**src/rtl/ip_ram_arbiter_if.sv**
```systemverilog
`timescale 1ns/1ps
// Bus bundle between the IP RAM arbiter, its CPU/video requesters and the byte-wide RAM port.
interface ip_ram_arbiter_if #(
  parameter int ADDR_W = 19
);
  logic              cpu_req;
  logic              cpu_we;
  logic [ADDR_W-1:0] cpu_addr;
  logic [31:0]       cpu_wdata;
  logic [31:0]       cpu_rdata;
  logic              cpu_done;
  logic              vid_req;
  logic [ADDR_W-1:0] vid_addr;
  logic [7:0]        vid_rdata;
  logic              vid_done;
  logic [ADDR_W-1:0] ram_address;
  logic [7:0]        ram_writedata;
  logic              ram_write_enable;
  logic [7:0]        ram_readdata;

  modport slave (
    input  cpu_req, cpu_we, cpu_addr, cpu_wdata, vid_req, vid_addr, ram_readdata,
    output cpu_rdata, cpu_done, vid_rdata, vid_done,
    output ram_address, ram_writedata, ram_write_enable
  );

  modport master (
    output cpu_req, cpu_we, cpu_addr, cpu_wdata, vid_req, vid_addr, ram_readdata,
    input  cpu_rdata, cpu_done, vid_rdata, vid_done,
    input  ram_address, ram_writedata, ram_write_enable
  );
endinterface

```
**src/rtl/ip_ram_arbiter.sv**
```systemverilog
`timescale 1ns/1ps
// Round-robin owner of the byte-wide IP RAM port: CPU word accesses are serialised into
// four little-endian byte accesses, video byte reads are passed through one at a time.
module ip_ram_arbiter #(
  parameter int ADDR_W       = 19,
  parameter int READ_LATENCY = 1
) (
  input  logic            clk,
  input  logic            rst,
  ip_ram_arbiter_if.slave bus
);
  typedef enum logic [2:0] {S_IDLE, S_CPU_WR, S_CPU_RD, S_VID_RD, S_DRAIN, S_DONE} state_t;
  typedef enum logic {OWN_CPU, OWN_VID} owner_t;

  localparam int         RL         = READ_LATENCY;
  localparam logic [1:0] DRAIN_LAST = 2'(RL - 1);

  state_t             state_q, state_d;
  owner_t             last_grant_q, last_grant_d;
  logic [1:0]         cnt_q, cnt_d, cnt_nxt;
  logic [ADDR_W-1:0]  base_q, base_d;
  logic [31:0]        wdata_q, wdata_d;
  logic [RL-1:0]      pvld_q, pvld_d;
  logic [RL-1:0][1:0] pidx_q, pidx_d;
  logic [23:0]        rbuf_q, rbuf_d;
  logic               push;
  logic               grant_cpu, grant_vid;
  logic [ADDR_W-1:0]  ram_address_q, ram_address_d;
  logic [7:0]         ram_writedata_q, ram_writedata_d;
  logic               ram_we_q, ram_we_d;
  logic               cpu_done_q, cpu_done_d;
  logic               vid_done_q, vid_done_d;
  logic [31:0]        cpu_rdata_q, cpu_rdata_d;
  logic [7:0]         vid_rdata_q, vid_rdata_d;

  function automatic logic [7:0] byte_of(input logic [31:0] w, input logic [1:0] k);
    logic [7:0] b;
    case (k)
      2'd0:    b = w[7:0];
      2'd1:    b = w[15:8];
      2'd2:    b = w[23:16];
      default: b = w[31:24];
    endcase
    return b;
  endfunction

  always_comb begin
    state_d         = state_q;
    last_grant_d    = last_grant_q;
    cnt_d           = cnt_q;
    cnt_nxt         = cnt_q + 2'd1;
    base_d          = base_q;
    wdata_d         = wdata_q;
    ram_address_d   = ram_address_q;
    ram_writedata_d = ram_writedata_q;
    ram_we_d        = 1'b0;
    cpu_done_d      = 1'b0;
    vid_done_d      = 1'b0;
    cpu_rdata_d     = cpu_rdata_q;
    vid_rdata_d     = vid_rdata_q;
    push            = 1'b0;
    grant_cpu       = 1'b0;
    grant_vid       = 1'b0;

    // Outputs are registered, so each branch computes what the RAM port shows next cycle.
    case (state_q)
      S_IDLE: begin
        grant_cpu = bus.cpu_req && (!bus.vid_req || last_grant_q == OWN_VID);
        grant_vid = bus.vid_req && !grant_cpu;
        if (grant_cpu) begin
          last_grant_d  = OWN_CPU;
          base_d        = bus.cpu_addr;
          wdata_d       = bus.cpu_wdata;
          cnt_d         = 2'd0;
          ram_address_d = bus.cpu_addr;
          if (bus.cpu_we) begin
            state_d         = S_CPU_WR;
            ram_we_d        = 1'b1;
            ram_writedata_d = bus.cpu_wdata[7:0];
          end else begin
            state_d = S_CPU_RD;
          end
        end else if (grant_vid) begin
          last_grant_d  = OWN_VID;
          cnt_d         = 2'd0;
          ram_address_d = bus.vid_addr;
          state_d       = S_VID_RD;
        end
      end
      S_CPU_WR: begin
        if (cnt_q == 2'd3) begin
          state_d    = S_DONE;
          cpu_done_d = 1'b1;
        end else begin
          cnt_d           = cnt_nxt;
          ram_address_d   = base_q + ADDR_W'(cnt_nxt);
          ram_writedata_d = byte_of(wdata_q, cnt_nxt);
          ram_we_d        = 1'b1;
        end
      end
      S_CPU_RD: begin
        push = 1'b1;
        if (cnt_q == 2'd3) begin
          state_d = S_DRAIN;
          cnt_d   = 2'd0;
        end else begin
          cnt_d         = cnt_nxt;
          ram_address_d = base_q + ADDR_W'(cnt_nxt);
        end
      end
      S_VID_RD: begin
        push    = 1'b1;
        state_d = S_DRAIN;
        cnt_d   = 2'd0;
      end
      S_DRAIN: begin
        // The last byte arrives in the final drain cycle and goes straight to the output.
        if (cnt_q == DRAIN_LAST) begin
          state_d = S_DONE;
          if (last_grant_q == OWN_CPU) begin
            cpu_rdata_d = {bus.ram_readdata, rbuf_q};
            cpu_done_d  = 1'b1;
          end else begin
            vid_rdata_d = bus.ram_readdata;
            vid_done_d  = 1'b1;
          end
        end else begin
          cnt_d = cnt_nxt;
        end
      end
      S_DONE:  state_d = S_IDLE;
      default: state_d = S_IDLE;
    endcase
  end

  // Read-return tracker: tags each presented address with its byte lane, RL cycles deep.
  always_comb begin
    pvld_d    = '0;
    pidx_d    = '0;
    pvld_d[0] = push;
    pidx_d[0] = cnt_q;
    for (int i = 1; i < RL; i++) begin
      pvld_d[i] = pvld_q[i-1];
      pidx_d[i] = pidx_q[i-1];
    end
    rbuf_d = rbuf_q;
    if (pvld_q[RL-1]) begin
      case (pidx_q[RL-1])
        2'd0:    rbuf_d[7:0]   = bus.ram_readdata;
        2'd1:    rbuf_d[15:8]  = bus.ram_readdata;
        2'd2:    rbuf_d[23:16] = bus.ram_readdata;
        default: ;
      endcase
    end
  end

  always_ff @(posedge clk or posedge rst) begin
    if (rst) begin
      state_q         <= S_IDLE;
      last_grant_q    <= OWN_VID;
      cnt_q           <= 2'd0;
      pvld_q          <= '0;
      ram_address_q   <= '0;
      ram_writedata_q <= '0;
      ram_we_q        <= 1'b0;
      cpu_done_q      <= 1'b0;
      vid_done_q      <= 1'b0;
      cpu_rdata_q     <= '0;
      vid_rdata_q     <= '0;
    end else begin
      state_q         <= state_d;
      last_grant_q    <= last_grant_d;
      cnt_q           <= cnt_d;
      pvld_q          <= pvld_d;
      ram_address_q   <= ram_address_d;
      ram_writedata_q <= ram_writedata_d;
      ram_we_q        <= ram_we_d;
      cpu_done_q      <= cpu_done_d;
      vid_done_q      <= vid_done_d;
      cpu_rdata_q     <= cpu_rdata_d;
      vid_rdata_q     <= vid_rdata_d;
    end
  end

  always_ff @(posedge clk) begin
    base_q  <= base_d;
    wdata_q <= wdata_d;
    pidx_q  <= pidx_d;
    rbuf_q  <= rbuf_d;
  end

  assign bus.ram_address      = ram_address_q;
  assign bus.ram_writedata    = ram_writedata_q;
  assign bus.ram_write_enable = ram_we_q;
  assign bus.cpu_done         = cpu_done_q;
  assign bus.vid_done         = vid_done_q;
  assign bus.cpu_rdata        = cpu_rdata_q;
  assign bus.vid_rdata        = vid_rdata_q;
endmodule

```
**src/flat_wrapper.sv**
```systemverilog
// flat-port wrapper written by rule: the top's interface ports become plain ports
module ip_ram_arbiter_flat 
#(
  parameter int ADDR_W       = 19,
  parameter int READ_LATENCY = 1
)
  (clk, rst, bus_cpu_req, bus_cpu_we, bus_cpu_addr, bus_cpu_wdata, bus_vid_req, bus_vid_addr, bus_ram_readdata, bus_cpu_rdata, bus_cpu_done, bus_vid_rdata, bus_vid_done, bus_ram_address, bus_ram_writedata, bus_ram_write_enable);
  ip_ram_arbiter_if #(.ADDR_W(ADDR_W)) bus_i ();
  input  logic clk;
  input  logic rst;
  input wire logic [$bits(bus_i.cpu_req)-1:0] bus_cpu_req;
  input wire logic [$bits(bus_i.cpu_we)-1:0] bus_cpu_we;
  input wire logic [$bits(bus_i.cpu_addr)-1:0] bus_cpu_addr;
  input wire logic [$bits(bus_i.cpu_wdata)-1:0] bus_cpu_wdata;
  input wire logic [$bits(bus_i.vid_req)-1:0] bus_vid_req;
  input wire logic [$bits(bus_i.vid_addr)-1:0] bus_vid_addr;
  input wire logic [$bits(bus_i.ram_readdata)-1:0] bus_ram_readdata;
  output wire logic [$bits(bus_i.cpu_rdata)-1:0] bus_cpu_rdata;
  output wire logic [$bits(bus_i.cpu_done)-1:0] bus_cpu_done;
  output wire logic [$bits(bus_i.vid_rdata)-1:0] bus_vid_rdata;
  output wire logic [$bits(bus_i.vid_done)-1:0] bus_vid_done;
  output wire logic [$bits(bus_i.ram_address)-1:0] bus_ram_address;
  output wire logic [$bits(bus_i.ram_writedata)-1:0] bus_ram_writedata;
  output wire logic [$bits(bus_i.ram_write_enable)-1:0] bus_ram_write_enable;
  assign bus_i.cpu_req = bus_cpu_req;
  assign bus_i.cpu_we = bus_cpu_we;
  assign bus_i.cpu_addr = bus_cpu_addr;
  assign bus_i.cpu_wdata = bus_cpu_wdata;
  assign bus_i.vid_req = bus_vid_req;
  assign bus_i.vid_addr = bus_vid_addr;
  assign bus_i.ram_readdata = bus_ram_readdata;
  assign bus_cpu_rdata = bus_i.cpu_rdata;
  assign bus_cpu_done = bus_i.cpu_done;
  assign bus_vid_rdata = bus_i.vid_rdata;
  assign bus_vid_done = bus_i.vid_done;
  assign bus_ram_address = bus_i.ram_address;
  assign bus_ram_writedata = bus_i.ram_writedata;
  assign bus_ram_write_enable = bus_i.ram_write_enable;
  ip_ram_arbiter #(.ADDR_W(ADDR_W), .READ_LATENCY(READ_LATENCY)) u_core (.clk(clk), .rst(rst), .bus(bus_i));
endmodule
```
**config.mk**
```make
export PLATFORM = sky130hd
export DESIGN_NAME = ip_ram_arbiter_flat
export DESIGN_NICKNAME = d
export VERILOG_FILES = /design/src/rtl/ip_ram_arbiter_if.sv /design/src/rtl/ip_ram_arbiter.sv /design/src/flat_wrapper.sv
export SDC_FILE = /design/constraint.sdc
export NUM_CORES = 1
export LEC_CHECK = 0
export ABC_AREA = 0
export CORE_ASPECT_RATIO = 1.75
export CORE_MARGIN = 1
export CORE_UTILIZATION = 35
export DETAILED_ROUTE_END_ITERATION = 12
export GPL_ROUTABILITY_DRIVEN = 0
export GPL_TIMING_DRIVEN = 0
export PLACE_DENSITY_LB_ADDON = 0.1
export SLEW_MARGIN = 20
export SYNTH_ARGS = -nofsm -noshare
export SYNTH_HDL_FRONTEND = slang
export SYNTH_SLANG_ARGS = --single-unit
```
**constraint.sdc**
```tcl
create_clock -name clk -period 6.65 [get_ports clk]
set_clock_uncertainty 0.1 [all_clocks]
set_input_delay 0.665 -clock clk [delete_from_list [all_inputs] [get_ports clk]]
set_output_delay 0.665 -clock clk [all_outputs]
set_load 0.05 [all_outputs]
```
==> metrics, run 1 <==
Remaining Overflow, GRT 0; Critical-path top delay cell nor4_4; chip width between 100 and 150 um; hold path cells 2; Post-synth top cells 76 x dfrtp_1, 75 x edfxtp_1, 40 x mux2_2, 29 x a21oi_1, 19 x nand2_1; drt total wl 15800 um; LEAKAGE roughly 3.5 nW; total of max-cap violations 0; area of the core ~18000 um2; die height approximately 180 um; most used cell, CP inv_1; setup TNS 0 ns; reg-to-reg endpoint u_core.bus.ram_address[18]$_DFFE_PP0P_; HP Class primary input to flop; Crit Path Class flop to flop; CTS H-tree lvls 4; Net Sw Frac between 40 and 50%; root buffer cell clkbuf_16; first-pass GRT wire length 25300 um; pre-CTS setup slack between 3 and 4 ns; Clock Power Share 19.4%; Die ar. 19100 um2; Crit path max-delay family simple AND/OR/NAND/NOR gates; CTS tree built; period utilisation layout 45.5%; number of synthesized flops with an enable pin 75; fin crit period 3.02 ns; Area growth syn-to-layout 37.0%; CTS Buf Count 17; Seq cells post-synth approximately 150; RSZ-0062 raised after global routing no; VDD IR max between 200 and 300 uV; HP Start bus_cpu_req; Reg power frac 32.0%; Resized cells post-CTS 0; Final Hold Fails 0; Cell Chain, Critical Path inv_1 > ha_1 > inv_1 > fa_1 > nand3b_4 > nor4_4 > nand3_1 > xnor2_1 > a221o_1; CP Launch Type flop; buffers plus inverters on the worst setup path 2; Worst setup EP type flop; WL per Instance 18.2 um; maximum clock frequency about 330 MHz; number of global-route vias before repair between 4000 and 5000; Final Core Density between 40% and 50%; share of cells above drive strength 1 between 10% and 20%; DR iter-0 viols approximately 220; Psw between 2 and 2.5 mW; IO Port Bufs 151; outcome completed; Crit Path Max Fanout 6; nets 713; ys flop type dfrtp_1; Int Power about 2.7 mW; mean post-synth cell area 14.4 um2; maximum root-to-sink buffer count 2; Synth warnings 0; drt pass-1 iters 4; Area contributors post-synth edfxtp_1 35%, dfrtp_1 29%, mux2_2 6.9%, mux2i_1 2.3%, a21oi_1 2.2%; syn_nets about 540; Vias 4369; Setup Buffers After CTS 0; DP Wirelength around 11000 um; hold_buf cts 0; Row Count between 60 and 70; most frequent cell after synthesis dfrtp_1; FF-to-FF path depth 9; Pwr Density between 500 and 600 nW/um2; post-synth top area share 34.7%; Min Hold Slack roughly 0.35 ns; Diodes inserted 0; Post-Syn Area between 6000 and 7000 um2; CP arrival ~3.2 ns; FFs w/ async S/R, synth roughly half; post-route antenna net violation count 0; biggest area consumer among synthesized cells edfxtp_1; Crit path required time 6.84 ns; Starting Density 35.8%; total track usage ~17%; Worst-Skew Late Latency between 0.4 and 0.5 ns; Vias/cell slightly above 5; clock-pin slew on the worst setup and hold paths 0.07 ns; Pwr Total ~4.7 mW; Layout Cells excl Fill 868; Distinct cells, synth 60; Final Cell Area a little under 9000 um2; final setup fails 0; R2R Path Start u_core.cnt_q[0]$_DFFE_PP0P_; initial antenna violation count 0; largest net degree at the start of global routing 53; slowest stage delay, CP 0.49 ns; CTS sink count about 150; DR DRC count 0; worst min-delay path endpoint u_core.last_grant_q$_DFFE_PP1P_; placed cells between 800 and 900; worst slew pin tran between 0.7 and 0.8 ns; Gate Count Post-Synth between 400 and 500; Max-slew headroom about half; FF-to-FF setup slack approximately 3.6 ns; Comb pwr share between 40% and 50%; Final WS setup roughly 3.6 ns; pins over their slew limit 0; sequential share of the synthesized area 65.0%; I/O pin total around 150; placed cell areas 8340 um2
worst max path at each step:
stage                                      from                                      end  slack [ns]  cells past startpoint
floorplan                                   rst            u_core.bus.cpu_done$_DFF_PP0_        3.92                      1
finish              u_core.cnt_q[0]$_DFFE_PP0P_   u_core.bus.ram_address[18]$_DFFE_PP0P_        3.63                      9
detailed placement  u_core.cnt_q[0]$_DFFE_PP0P_   u_core.bus.ram_address[18]$_DFFE_PP0P_        3.63                      9
CTS                 u_core.cnt_q[0]$_DFFE_PP0P_   u_core.bus.ram_address[18]$_DFFE_PP0P_        3.61                      9
global route        u_core.cnt_q[0]$_DFFE_PP0P_   u_core.bus.ram_address[16]$_DFFE_PP0P_        3.46                      9
global placement                            rst  u_core.bus.ram_writedata[7]$_DFFE_PP0P_        2.34                      2
worst reg2reg max path: cells and delay by family (launching register included):
family	cells	cell delay, ns
buffers and inverters	2	0.22
and+or+nand+nor	3	0.89
AOI/OAI and AO/OA	1	0.32
adders and majority gates	2	0.80
xor gates and xnor gates	1	0.16
DFF	1	0.42
state kept, by name (all words and copies together), names as in the netlist:
signal	flops
u_core.bus.cpu_rdata	32
u_core.wdata_q	32
u_core.rbuf_q	24
u_core.base_q	19
u_core.bus.ram_address	19
u_core.bus.ram_writedata	8
u_core.bus.vid_rdata	8
u_core.state_q	3
u_core.cnt_q	2
u_core.pidx_q	2
u_core.bus.cpu_done	1
u_core.bus.ram_write_enable	1
u_core.bus.vid_done	1
u_core.last_grant_q	1
u_core.pvld_q	1
power by group through the flow:
stage | Combinational (mW) | Sequential, mW | Clock [mW]
after CTS | 2.33 | 1.52 | 0.948
after global routing | 2.45 | 1.56 | 0.978
after floorplan | 0.851 | 2.23 | 0
final | 2.30 | 1.52 | 0.920
after detailed placement | 2.33 | 1.54 | 0
after global placement | 2.30 | 1.53 | 0
metal layers:
metal / vias up / wire (um) / track usage [%]
met4: 0 / 166 / 6.08
met2: 119 / 8750 / 32.2
met3: 11 / 549 / 3.07
met1: 2194 / 6320 / 19.8
li1: 2045 / - / -
met5: - / 0 / 0
cell families (layout without fill, tap and decap cells):
logic type      after synthesis  after routing  synth area share, %
simple gates                 96             96                 8.65
mux                          59             59                 9.94
flops                       154            154                 65.0
compound gates               85             85                 9.63
fa+ha+maj                     9              9                 1.85
buf+inv                      32            216                 2.95
xor+xnor                     15             15                 2.02
cell type report:
cell class              count  area, um2
plain buffers              21        150
clock buffers              18        429
clock inverters            14        131
fillers                  1632       9240
inverters                  11       43.8
multi-input cells         264       2090
flip-flops and latches    154       4220
well taps                 234        293
repair buffers            152       1540
cell usage in the layout (no fill, tap or decap), drive strengths merged, types with 18 or more instances in the layout:
| master | instances |
|---|---|
| a21oi | 30 |
| buf | 18 |
| clkbuf | 22 |
| clkdlybuf4s50 | 151 |
| dfrtp | 76 |
| edfxtp | 75 |
| inv | 19 |
| mux2 | 44 |
| nand2 | 20 |
| nor2 | 19 |
No activity file was read; power rests on OpenSTA's default activity.
==> run 2: changes to the inputs <==
Clock period 6.65 ns to 3.1 ns, I/O delays scaled along.
==> run 2 against run 1 <==
Against the previous run:
- setup slack worse by 3.4 ns
- clock power increased by 110%
- critical path depth unchanged
- register-to-register slack got worse by 3.4 ns
- largest power group unchanged
==> metrics, run 2 (synthesis gave the netlist of run 1 again) <==
slowest stage delay, CP approximately 0.44 ns; setup TNS 0 ns; Met1 Wirelength between 6000 and 7000 um; first-pass GRT wire length roughly 25000 um; number of global-route vias before repair between 4000 and 5000; DR iter-0 viols about 230; drt total wl around 16000 um; reg-to-reg endpoint u_core.bus.ram_address[18]$_DFFE_PP0P_; VDD IR max between 500 and 600 uV; chip width between 100 and 150 um; R2R Path Start u_core.cnt_q[0]$_DFFE_PP0P_; nets 714; outcome completed; Worst-Skew Late Latency between 0.4 and 0.5 ns; drt pass-1 iters 4; IO Port Bufs about 150; RSZ-0062 raised after global routing no; Remaining Overflow, GRT 0; Die ar. roughly 19000 um2; die height 182 um; placed cells ~840; Crit Path Max Fanout 6; total track usage between 10% and 20%; most common cell after layout, fill and taps aside clkdlybuf4s50_1; most frequent cells in the layout 151 x clkdlybuf4s50_1, 76 x dfrtp_1, 75 x edfxtp_1, 40 x mux2_2, 29 x a21oi_1; Diodes inserted 0; Final Cell Area a little under 9000 um2; Starting Density a little over a third; Final Hold Fails 0; placed cell areas ~8300 um2; Register Area between 4000 and 5000 um2; period utilisation layout just over 90%; Layout Cells excl Fill ~870; Final Core Density around half; FF-to-FF path depth 9; root buffer cell clkbuf_16; maximum clock frequency 346 MHz; CP Launch Type flop; maximum root-to-sink buffer count 2; pins over their slew limit 0; Cell Chain, Critical Path inv_1 > ha_1 > inv_1 > fa_1 > nand3b_4 > nor4_4 > nand3_1 > xnor2_1 > a221o_1; total of max-cap violations 0; CTS tree built; Min Hold Slack around 0.13 ns; met2 wire length approximately 9000 um; post-route antenna net violation count 0; Critical-path top delay cell fa_1; largest net degree at the start of global routing 53; Setup Buffers After CTS 0; clock-pin slew on the worst setup and hold paths 0.07 ns; area of the core about 18000 um2; I/O pin total about 150; CTS H-tree lvls 4; highest metal used met4; DP Wirelength ~11000 um; final setup fails 0; CTS sink count around 150; Pwr Density around 1100 nW/um2; Max-slew headroom between 50% and 60%; fin crit period roughly 2.9 ns; Worst setup EP type flop; Vias/cell between 5 and 6; initial antenna violation count 0; Layout fillers 1634; Crit path required time around 3.3 ns; HP Class primary input to async pin; Area growth syn-to-layout 37.2%; WL per Instance about 18 um; Vias approximately 4400; CTS Buf Count 17; LEAKAGE 3.54 nW; DR DRC count 0; most used cell, CP inv_1; Multi-input gate area about 2100 um2; share of cells above drive strength 1 ~17%; worst slew pin tran between 0.7 and 0.8 ns; met3 WL post-DR 521 um; CP arrival ~3.1 ns; Crit Path Class flop to flop; FF-to-FF setup slack roughly 0.21 ns; Row Count 65
-- run 2: final cells by class --
class	count	share of cell area (%)
sequential	154	47.4
multi-input combinational	264	23.5
timing repair buffer	153	17.4
clock buffer	18	4.82
tap	234	3.29
buffer	21	1.68
clock inverter	14	1.47
inverter	11	0.491
-- run 2: metrics by stage --
step                      worst slack, ns  power (mW)
after global placement             -0.853        8.21
after global routing               0.0439        10.7
after floorplan                     0.430        6.61
after CTS                          0.0630        10.3
after detailed placement           0.0834        8.29
final                               0.213        10.2
-- run 2: metal layers --
layer	vias up	track usage (%)
li1	2046	-
met1	2200	19.9
met2	113	32.2
met3	9	3.00
met4	0	6.08
met5	-	0
-- run 2: repair_timing --
action,CTS,global route
setup endpoints to repair,0,2
hold endpoints to repair,1,0
gates resized for setup,0,0
hold buffers,1,0
-- run 2: worst max-delay path by stage --
stage	startpoint	endpoint	slack [ns]	depth (start not counted)
2_1_floorplan	u_core.state_q[1]$_DFFE_PP0P_	u_core.base_q[0]$_DFFE_PP_	0.43	3
3_3_place_gp	rst	u_core.bus.ram_writedata[7]$_DFFE_PP0P_	-0.85	2
3_5_place_dp	u_core.cnt_q[0]$_DFFE_PP0P_	u_core.bus.ram_address[18]$_DFFE_PP0P_	0.08	9
4_1_cts	u_core.cnt_q[0]$_DFFE_PP0P_	u_core.bus.ram_address[18]$_DFFE_PP0P_	0.06	9
5_1_grt	u_core.cnt_q[0]$_DFFE_PP0P_	u_core.bus.ram_address[16]$_DFFE_PP0P_	0.04	9
6_report	u_core.cnt_q[0]$_DFFE_PP0P_	u_core.bus.ram_address[18]$_DFFE_PP0P_	0.21	9
-- run 2: critical path, delay by kind of cell, from the launching register on --
kind	cells	cell delay, ns
xor gates and xnor gates	1	0.16
adders and majority gates	2	0.80
AOI/OAI and AO/OA	1	0.32
and+or+nand+nor	3	0.75
buffers and inverters	2	0.22
DFF	1	0.42
-- run 2: power breakdown --
part,total [mW],internal (mW),leakage (nW),switching [mW]
combinational,4.94,1.82,1.63,3.12
clock,1.97,1.06,0.271,0.912
sequential,3.25,2.87,1.64,0.383
==> run 3: changes to the inputs <==
Settings changed: ABC_CLOCK_PERIOD_IN_PS set to 3100.
==> results of run 3 <==
Final layout, timing and power as in run 2 (identical DEF).
